<file path="src/rtl/lane_rr_scheduler_pkg.sv">
`default_nettype none
// ============================================================================
// Module  : lane_rr_scheduler_pkg
// Brief   : Shared lane constants, FSM encodings and helpers for the scheduler
// Rev     : 1.0
// ============================================================================
package lane_rr_scheduler_pkg;

   // A lane index doubles as its {selector1, selector0} encoding.
   localparam logic [1:0] LANE0 = 2'b00;
   localparam logic [1:0] LANE1 = 2'b01;
   localparam logic [1:0] LANE2 = 2'b10;
   localparam logic [1:0] LANE3 = 2'b11;

   localparam int BURST_W = 3;

   typedef enum logic [1:0] {
      IDLE  = 2'b00,
      SERVE = 2'b01,
      STALL = 2'b10
   } state_t;

   function automatic logic [3:0] lane_onehot(input logic [1:0] i_lane);
      logic [3:0] w_oh;
      case (i_lane)
         LANE0:   w_oh = 4'b0001;
         LANE1:   w_oh = 4'b0010;
         LANE2:   w_oh = 4'b0100;
         LANE3:   w_oh = 4'b1000;
         default: w_oh = 4'b0000;
      endcase
      return w_oh;
   endfunction

endpackage
`default_nettype wire

</file>
<file path="src/rtl/lane_rr_scheduler_sel_delay_line.sv">
`default_nettype none
// ============================================================================
// Module  : sel_delay_line
// Brief   : DEPTH-stage x 3-bit shift register aligning selectors with data
// Rev     : 1.0
// ============================================================================
module sel_delay_line #(
   parameter int DEPTH = 2
) (
   input  logic       clk,
   input  logic       rst_n,
   input  logic [2:0] i_d,
   output logic [2:0] o_q
);

   logic [DEPTH-1:0][2:0] r_pipe;
   logic [DEPTH-1:0][2:0] w_next;

   generate
      if (DEPTH == 1) begin : g_single
         assign w_next = i_d;
      end else begin : g_multi
         assign w_next = {r_pipe[DEPTH-2:0], i_d};
      end
   endgenerate

   always_ff @(posedge clk or negedge rst_n) begin
      if (!rst_n) begin
         r_pipe <= '0;
      end else begin
         r_pipe <= w_next;
      end
   end

   assign o_q = r_pipe[DEPTH-1];

endmodule
`default_nettype wire

</file>
<file path="src/rtl/lane_rr_scheduler.sv">
`default_nettype none
// ============================================================================
// Module  : lane_rr_scheduler
// Brief   : Round-robin, burst-bounded lane scheduler for the 4-lane mux/demux tree
// Rev     : 1.0
// ============================================================================
module lane_rr_scheduler
   import lane_rr_scheduler_pkg::*;
#(
   parameter int PIPE_LAT  = 2,
   parameter int MAX_BURST = 4
) (
   input  logic       clk,
   input  logic       reset,
   input  logic       enable,
   input  logic       ready,
   input  logic       validIn0,
   input  logic       validIn1,
   input  logic       validIn2,
   input  logic       validIn3,
   output logic       selector0,
   output logic       selector1,
   output logic [3:0] grant,
   output logic       grantValid,
   output logic       demuxSelector0,
   output logic       demuxSelector1,
   output logic       demuxValid,
   output logic       idle
);

   localparam logic [BURST_W-1:0] C_MAX_BURST = BURST_W'(MAX_BURST);
   localparam logic [BURST_W-1:0] C_ONE       = BURST_W'(1);

   state_t             r_state;
   logic [1:0]         r_lane;
   logic [1:0]         r_ptr;
   logic [BURST_W-1:0] r_burst;
   logic [3:0]         r_grant;
   logic               r_gv;
   logic               r_idle;

   logic [3:0]         w_req;
   logic [2:0]         w_idle_pick;
   logic [2:0]         w_rot_pick;
   logic               w_burst_max;
   logic               w_others;
   logic               w_rotate;
   logic [2:0]         w_dly;

   // Returns {found, lane}: first requester at base+k, k ascending; k=0 skipped on request.
   function automatic logic [2:0] f_next_req(input logic [3:0] i_req,
                                             input logic [1:0] i_base,
                                             input logic       i_skip_base);
      logic [2:0] w_res;
      logic [1:0] w_cand;
      w_res = 3'b000;
      for (int k = 3; k >= 0; k--) begin
         w_cand = i_base + 2'(k);
         if (i_req[w_cand] && ((k != 0) || !i_skip_base)) begin
            w_res = {1'b1, w_cand};
         end
      end
      return w_res;
   endfunction

   always_comb begin
      w_req       = {validIn3, validIn2, validIn1, validIn0};
      w_idle_pick = f_next_req(w_req, r_ptr, 1'b0);
      w_rot_pick  = f_next_req(w_req, r_lane, 1'b1);
      w_burst_max = (r_burst == C_MAX_BURST);
      w_others    = |(w_req & ~lane_onehot(r_lane));
      w_rotate    = !w_req[r_lane] || (w_burst_max && w_others);
   end

   always_ff @(posedge clk or negedge reset) begin
      if (!reset) begin
         r_state <= IDLE;
         r_lane  <= LANE0;
         r_ptr   <= LANE0;
         r_burst <= '0;
         r_grant <= 4'b0000;
         r_gv    <= 1'b0;
         r_idle  <= 1'b1;
      end else if (!enable) begin
         r_state <= IDLE;
         r_burst <= '0;
         r_grant <= 4'b0000;
         r_gv    <= 1'b0;
         r_idle  <= 1'b1;
      end else begin
         case (r_state)
            IDLE: begin
               if (w_idle_pick[2]) begin
                  r_lane  <= w_idle_pick[1:0];
                  r_state <= ready ? SERVE : STALL;
                  r_gv    <= ready;
                  r_grant <= ready ? lane_onehot(w_idle_pick[1:0]) : 4'b0000;
                  r_burst <= ready ? C_ONE : '0;
                  r_idle  <= 1'b0;
               end
            end
            SERVE, STALL: begin
               if ((r_state == STALL) && !ready) begin
                  // Frozen: selectors and burst hold until downstream frees up.
                  r_gv    <= 1'b0;
                  r_grant <= 4'b0000;
               end else if (w_rotate) begin
                  r_ptr <= r_lane + 2'd1;
                  if (w_rot_pick[2]) begin
                     r_lane  <= w_rot_pick[1:0];
                     r_state <= ready ? SERVE : STALL;
                     r_gv    <= ready;
                     r_grant <= ready ? lane_onehot(w_rot_pick[1:0]) : 4'b0000;
                     r_burst <= ready ? C_ONE : '0;
                  end else begin
                     r_state <= IDLE;
                     r_burst <= '0;
                     r_gv    <= 1'b0;
                     r_grant <= 4'b0000;
                     r_idle  <= 1'b1;
                  end
               end else begin
                  r_state <= ready ? SERVE : STALL;
                  r_gv    <= ready;
                  r_grant <= ready ? lane_onehot(r_lane) : 4'b0000;
                  if (ready && !w_burst_max) begin
                     r_burst <= r_burst + C_ONE;
                  end
               end
            end
            default: begin
               r_state <= IDLE;
               r_gv    <= 1'b0;
               r_grant <= 4'b0000;
               r_idle  <= 1'b1;
            end
         endcase
      end
   end

   sel_delay_line #(
      .DEPTH (PIPE_LAT)
   ) u_sel_delay_line (
      .clk   (clk),
      .rst_n (reset),
      .i_d   ({r_lane, r_gv}),
      .o_q   (w_dly)
   );

   assign selector0      = r_lane[0];
   assign selector1      = r_lane[1];
   assign grant          = r_grant;
   assign grantValid     = r_gv;
   assign idle           = r_idle;
   assign demuxSelector1 = w_dly[2];
   assign demuxSelector0 = w_dly[1];
   assign demuxValid     = w_dly[0];

endmodule
`default_nettype wire

</file>
<file path="config.mk">
export PLATFORM = sky130hd
export DESIGN_NAME = lane_rr_scheduler
export DESIGN_NICKNAME = d
export VERILOG_FILES = /design/src/rtl/lane_rr_scheduler_pkg.sv /design/src/rtl/lane_rr_scheduler_sel_delay_line.sv /design/src/rtl/lane_rr_scheduler.sv
export SDC_FILE = /design/constraint.sdc
export NUM_CORES = 1
export LEC_CHECK = 0
export CORE_MARGIN = 2
export CORE_UTILIZATION = 55
export CTS_CLUSTER_DIAMETER = 100
export DETAILED_ROUTE_END_ITERATION = 6
export HOLD_SLACK_MARGIN = 0.12
export PLACE_DENSITY_LB_ADDON = 0.08
export SLEW_MARGIN = 20
export SYNTH_ARGS = -nofsm -noshare
export SYNTH_HDL_FRONTEND = slang
export SYNTH_HIERARCHICAL = 1
export SYNTH_SLANG_ARGS = --single-unit
</file>
<file path="constraint.sdc">
create_clock -name clk -period 2.4 [get_ports clk]
set_input_delay 0.48 -clock clk [delete_from_list [all_inputs] [get_ports clk]]
set_output_delay 0.48 -clock clk [all_outputs]
set_load 0.02 [all_outputs]
</file>
==> impl_metrics.csv <==
group,metric,value,unit
outcome,run_status,"finished clean",
critical_path,rr_startpoint,"r_lane[0]",
run,max_cap_viol_count,0,
floorplanning,top_level_ports,19,
timing,timing.final.crit_share,93.52,%
final_layout,final_core_util,71.96,%
critical_path,worst-r2r-setup-slack,0.16,ns
critical_path,crit_arrival,2.45,ns
logic_synthesis,ys_ff_latch,21,
logic_synthesis,synthDominantCellAreaShare,31.45,%
logic_synthesis,synth_area,1592,sq um
timing,hold_violations,0,
final_layout,areaGrowthSynthToFinish,24.69,%
clock_tree,post_cts.resized_instances,0,
logic_synthesis,asyncSetResetFlopFracSynth,100.0,%
place,detailedPlacementHpwl,2967,um
routing,drt_iter0_markers,51,
routing,wl,3786,um
timing,grt_setup_unrepaired,"no",
critical_path,criticalPathCategory,"flip-flop to flip-flop",
power_and_ir_drop,power_per_cell_area,987.0,nW/um^2
grt,track_usage,24.29,%
clock_tree,clock_tree.root_cell,"sky130_fd_sc_hd__clkbuf_4",
timing,timing.final.crit_period,2.244,ns
routing,post_drt_via_cell_ratio,6.034,
grt,first_global_vias,1378,
clock_tree,h_tree_levels,1,
grt,wire_length_of_the_first_global_routing_pass,6361,um
routing,firstDrtPassIters,4,
grt,grt_max_degree,22,
power_and_ir_drop,total_power,1.959,mW
clock_tree,cts_hold_buf,0,
timing,slew_viol_final,0,
final_layout,diodes,0,
routing,route.layer.met1.wl,1683,um
logic_synthesis,post_synth_num_cell_types,58,
floorplanning,die_x,57.79,um
critical_path,worstPathMaxFanout,7,
power_and_ir_drop,ir_drop,0.8021,mV
logic_synthesis,yosys_warnings,6,
clock_tree,cts_inserted_buffers,3,
floorplanning,core.rowCount,19,
timing,fmaxAchievable,0.4456,GHz
critical_path,setup.worst_path.start,"r_lane[0]",
clock_tree,cts.reportedPaths.clkPinSlew,0.13,ns
final_layout,final_design_area_no_fill,1984,sq um
place,post-place-ws,-0.1966,ns
routing,dr.max_layer_used,"met4",
grt,overflow,0,
floorplanning,initial_utilization,57.71,%
logic_synthesis,syn_avg_cell_area,9.530,sq um
floorplanning,dieHeight,57.79,um
logic_synthesis,dominantRegCellSynth,"sky130_fd_sc_hd__dfrtp_1",
floorplanning,fp.dieArea,3340,sq um
timing,finalWorstSetupSlack,0.1556,ns
place,buffer_ports.inserted,18,
logic_synthesis,library_cell_with_the_highest_instance_count_after_synthesis,"sky130_fd_sc_hd__dfrtp_1",
final_layout,layout-drive-gt1-share,28.50,%
routing,detail_route.wl_per_cell,15.91,um
critical_path,worst_setup_path_start_kind,"flip-flop",
grt,antenna_found_initial,0,
logic_synthesis,synth_top_cells_by_area,"sky130_fd_sc_hd__dfrtp_1 (31%), sky130_fd_sc_hd__ha_1 (7.1%), sky130_fd_sc_hd__nand2_1 (3.3%)",
hold_path,hp-class,"flip-flop to flip-flop",
critical_path,crit_required,2.61,ns
clock_tree,cts_buffer_depth,2,
logic_synthesis,synth_fp_nets,184,
clock_tree,tritoncts,"built",
floorplanning,core_region_area,2758,sq um
routing,wl_met3,175,um
final_layout,layout.filler_cells,211,
clock_tree,clk_latency,0.31,ns
place,standard_cell_area_after_detailed_placement,1947,sq um
critical_path,cp-end-kind,"flip-flop",
place,gp_congestion,0.8526,
routing,wl_met2,1898,um
timing,finalSetupViolCount,0,
critical_path,regToRegEndpoint,"r_lane[1]",
logic_synthesis,synth-edff-count,0,
critical_path,timing.reg2reg.worst_path_depth,8,
routing,remaining_drc_errors,0,
timing,worst_pin_slew,0.4342,ns
clock_tree,cts_sinks,21,
timing,slew_headroom,70.88,%
logic_synthesis,ys_seq_area_share,33.10,%
logic_synthesis,synthesis.instances,167,
logic_synthesis,synth.top_cells.by_count,"sky130_fd_sc_hd__dfrtp_1 (20), sky130_fd_sc_hd__nand2_1 (14), sky130_fd_sc_hd__inv_1 (12)",
logic_synthesis,cell_taking_the_most_area_after_synthesis,"sky130_fd_sc_hd__dfrtp_1",
routing,detailroute.via_count,1436,
timing,fin_worst_hold_slack,0.3616,ns
final_layout,final_net_count,225,
clock_tree,post_cts_repair_setup_buffers,0,
power_and_ir_drop,leakage,0.8979,nW
timing,fin_worst_skew,0.009523,ns
critical_path,endpoint,"r_lane[1]",
routing,detail-route-antenna-nets,0,
[state kept, by name (all words and copies together), names as in the netlist]
name / cells
u_sel_delay_line/r_pipe: 3
u_sel_delay_line/o_q: 3
r_burst: 3
idle: 1
r_state: 2
grantValid: 1
grant: 4
r_ptr: 2
r_lane: 2
[cells by family after synthesis]
family	Yosys count	synth area share, %
multiplexers	7	5.581
AO/OA/AOI/OAI	47	24.53
AND/OR/NAND/NOR	55	19.81
buffers and inverters	27	9.355
XOR/XNOR	1	0.5504
adder cells (fa/ha/maj)	9	7.076
flip-flops	21	33.10
[critical path: stages (launching register included)]
cell and delay, ns:
sky130_fd_sc_hd__dfrtp_1 0.43, sky130_fd_sc_hd__inv_1 0.13, sky130_fd_sc_hd__ha_1 0.24, sky130_fd_sc_hd__nand2b_2 0.20, sky130_fd_sc_hd__a41oi_4 0.32, sky130_fd_sc_hd__nor2_8 0.09, sky130_fd_sc_hd__o32ai_2 0.30, sky130_fd_sc_hd__nand3_2 0.13
sky130_fd_sc_hd__mux2_4 0.31
[area by class of cell]
type	instances	area, sq um	share of cell area [%]
clock buffer	3	22.52	1.135
clock inverter	1	5.005	0.2522
sequential	21	528.0	26.61
timing repair buffer	49	412.9	20.81
multi-input combinational	119	924.6	46.60
tap	31	38.79	1.955
inverter	14	52.55	2.648
[power by group]
group / internal, mW / total [mW] / switching [mW]
Sequential: 0.472 / 0.563 / 0.0913
Clock: 0.0621 / 0.174 / 0.112
Combinational: 0.574 / 1.22 / 0.647
[metrics by stage]
step	TNS (ns)	cells
finish	0	238
global route	0	238
CTS	0	238
detailed placement	-1.238	234
global placement	-0.5854	234
floorplan	0	167
[routing by layer]
metal	GRT usage, %	up-vias
li1	-	681
met1	31.63	712
met2	41.88	39
met3	5.357	4
met4	4.319	0
met5	0	-
[worst min path at each step]
stage	startpoint	endpoint	slack (ns)	cells past startpoint
after floorplan	reset	grantValid	0.18	0
after CTS	u_sel_delay_line/r_pipe[1]	u_sel_delay_line/o_q[1]	0.36	0
final	u_sel_delay_line/r_pipe[1]	u_sel_delay_line/o_q[1]	0.36	0
after global routing	u_sel_delay_line/r_pipe[1]	u_sel_delay_line/o_q[1]	0.37	0
after global placement	u_sel_delay_line/r_pipe[1]	u_sel_delay_line/o_q[1]	0.33	0
after detailed placement	u_sel_delay_line/r_pipe[1]	u_sel_delay_line/o_q[1]	0.34	0
[layout by cell type, fill, tap and decap left out, types with 3 or more instances in the layout]
master / netlist / final
sky130_fd_sc_hd__clkdlybuf4s50_1: 0 / 18
sky130_fd_sc_hd__a22oi_1: 3 / 3
sky130_fd_sc_hd__nor2_1: 11 / 11
sky130_fd_sc_hd__o211ai_1: 5 / 5
sky130_fd_sc_hd__a21oi_1: 6 / 6
sky130_fd_sc_hd__a211oi_1: 4 / 4
sky130_fd_sc_hd__nand2_1: 14 / 14
sky130_fd_sc_hd__mux2i_1: 4 / 4
sky130_fd_sc_hd__ha_1: 9 / 9
sky130_fd_sc_hd__inv_1: 12 / 12
sky130_fd_sc_hd__clkbuf_4: 0 / 3
sky130_fd_sc_hd__nand2b_1: 8 / 8
sky130_fd_sc_hd__nor2b_1: 3 / 3
sky130_fd_sc_hd__buf_4: 6 / 31
sky130_fd_sc_hd__o21ai_0: 7 / 7
sky130_fd_sc_hd__dfrtp_1: 20 / 19
Power figures use the tool's default switching activity.
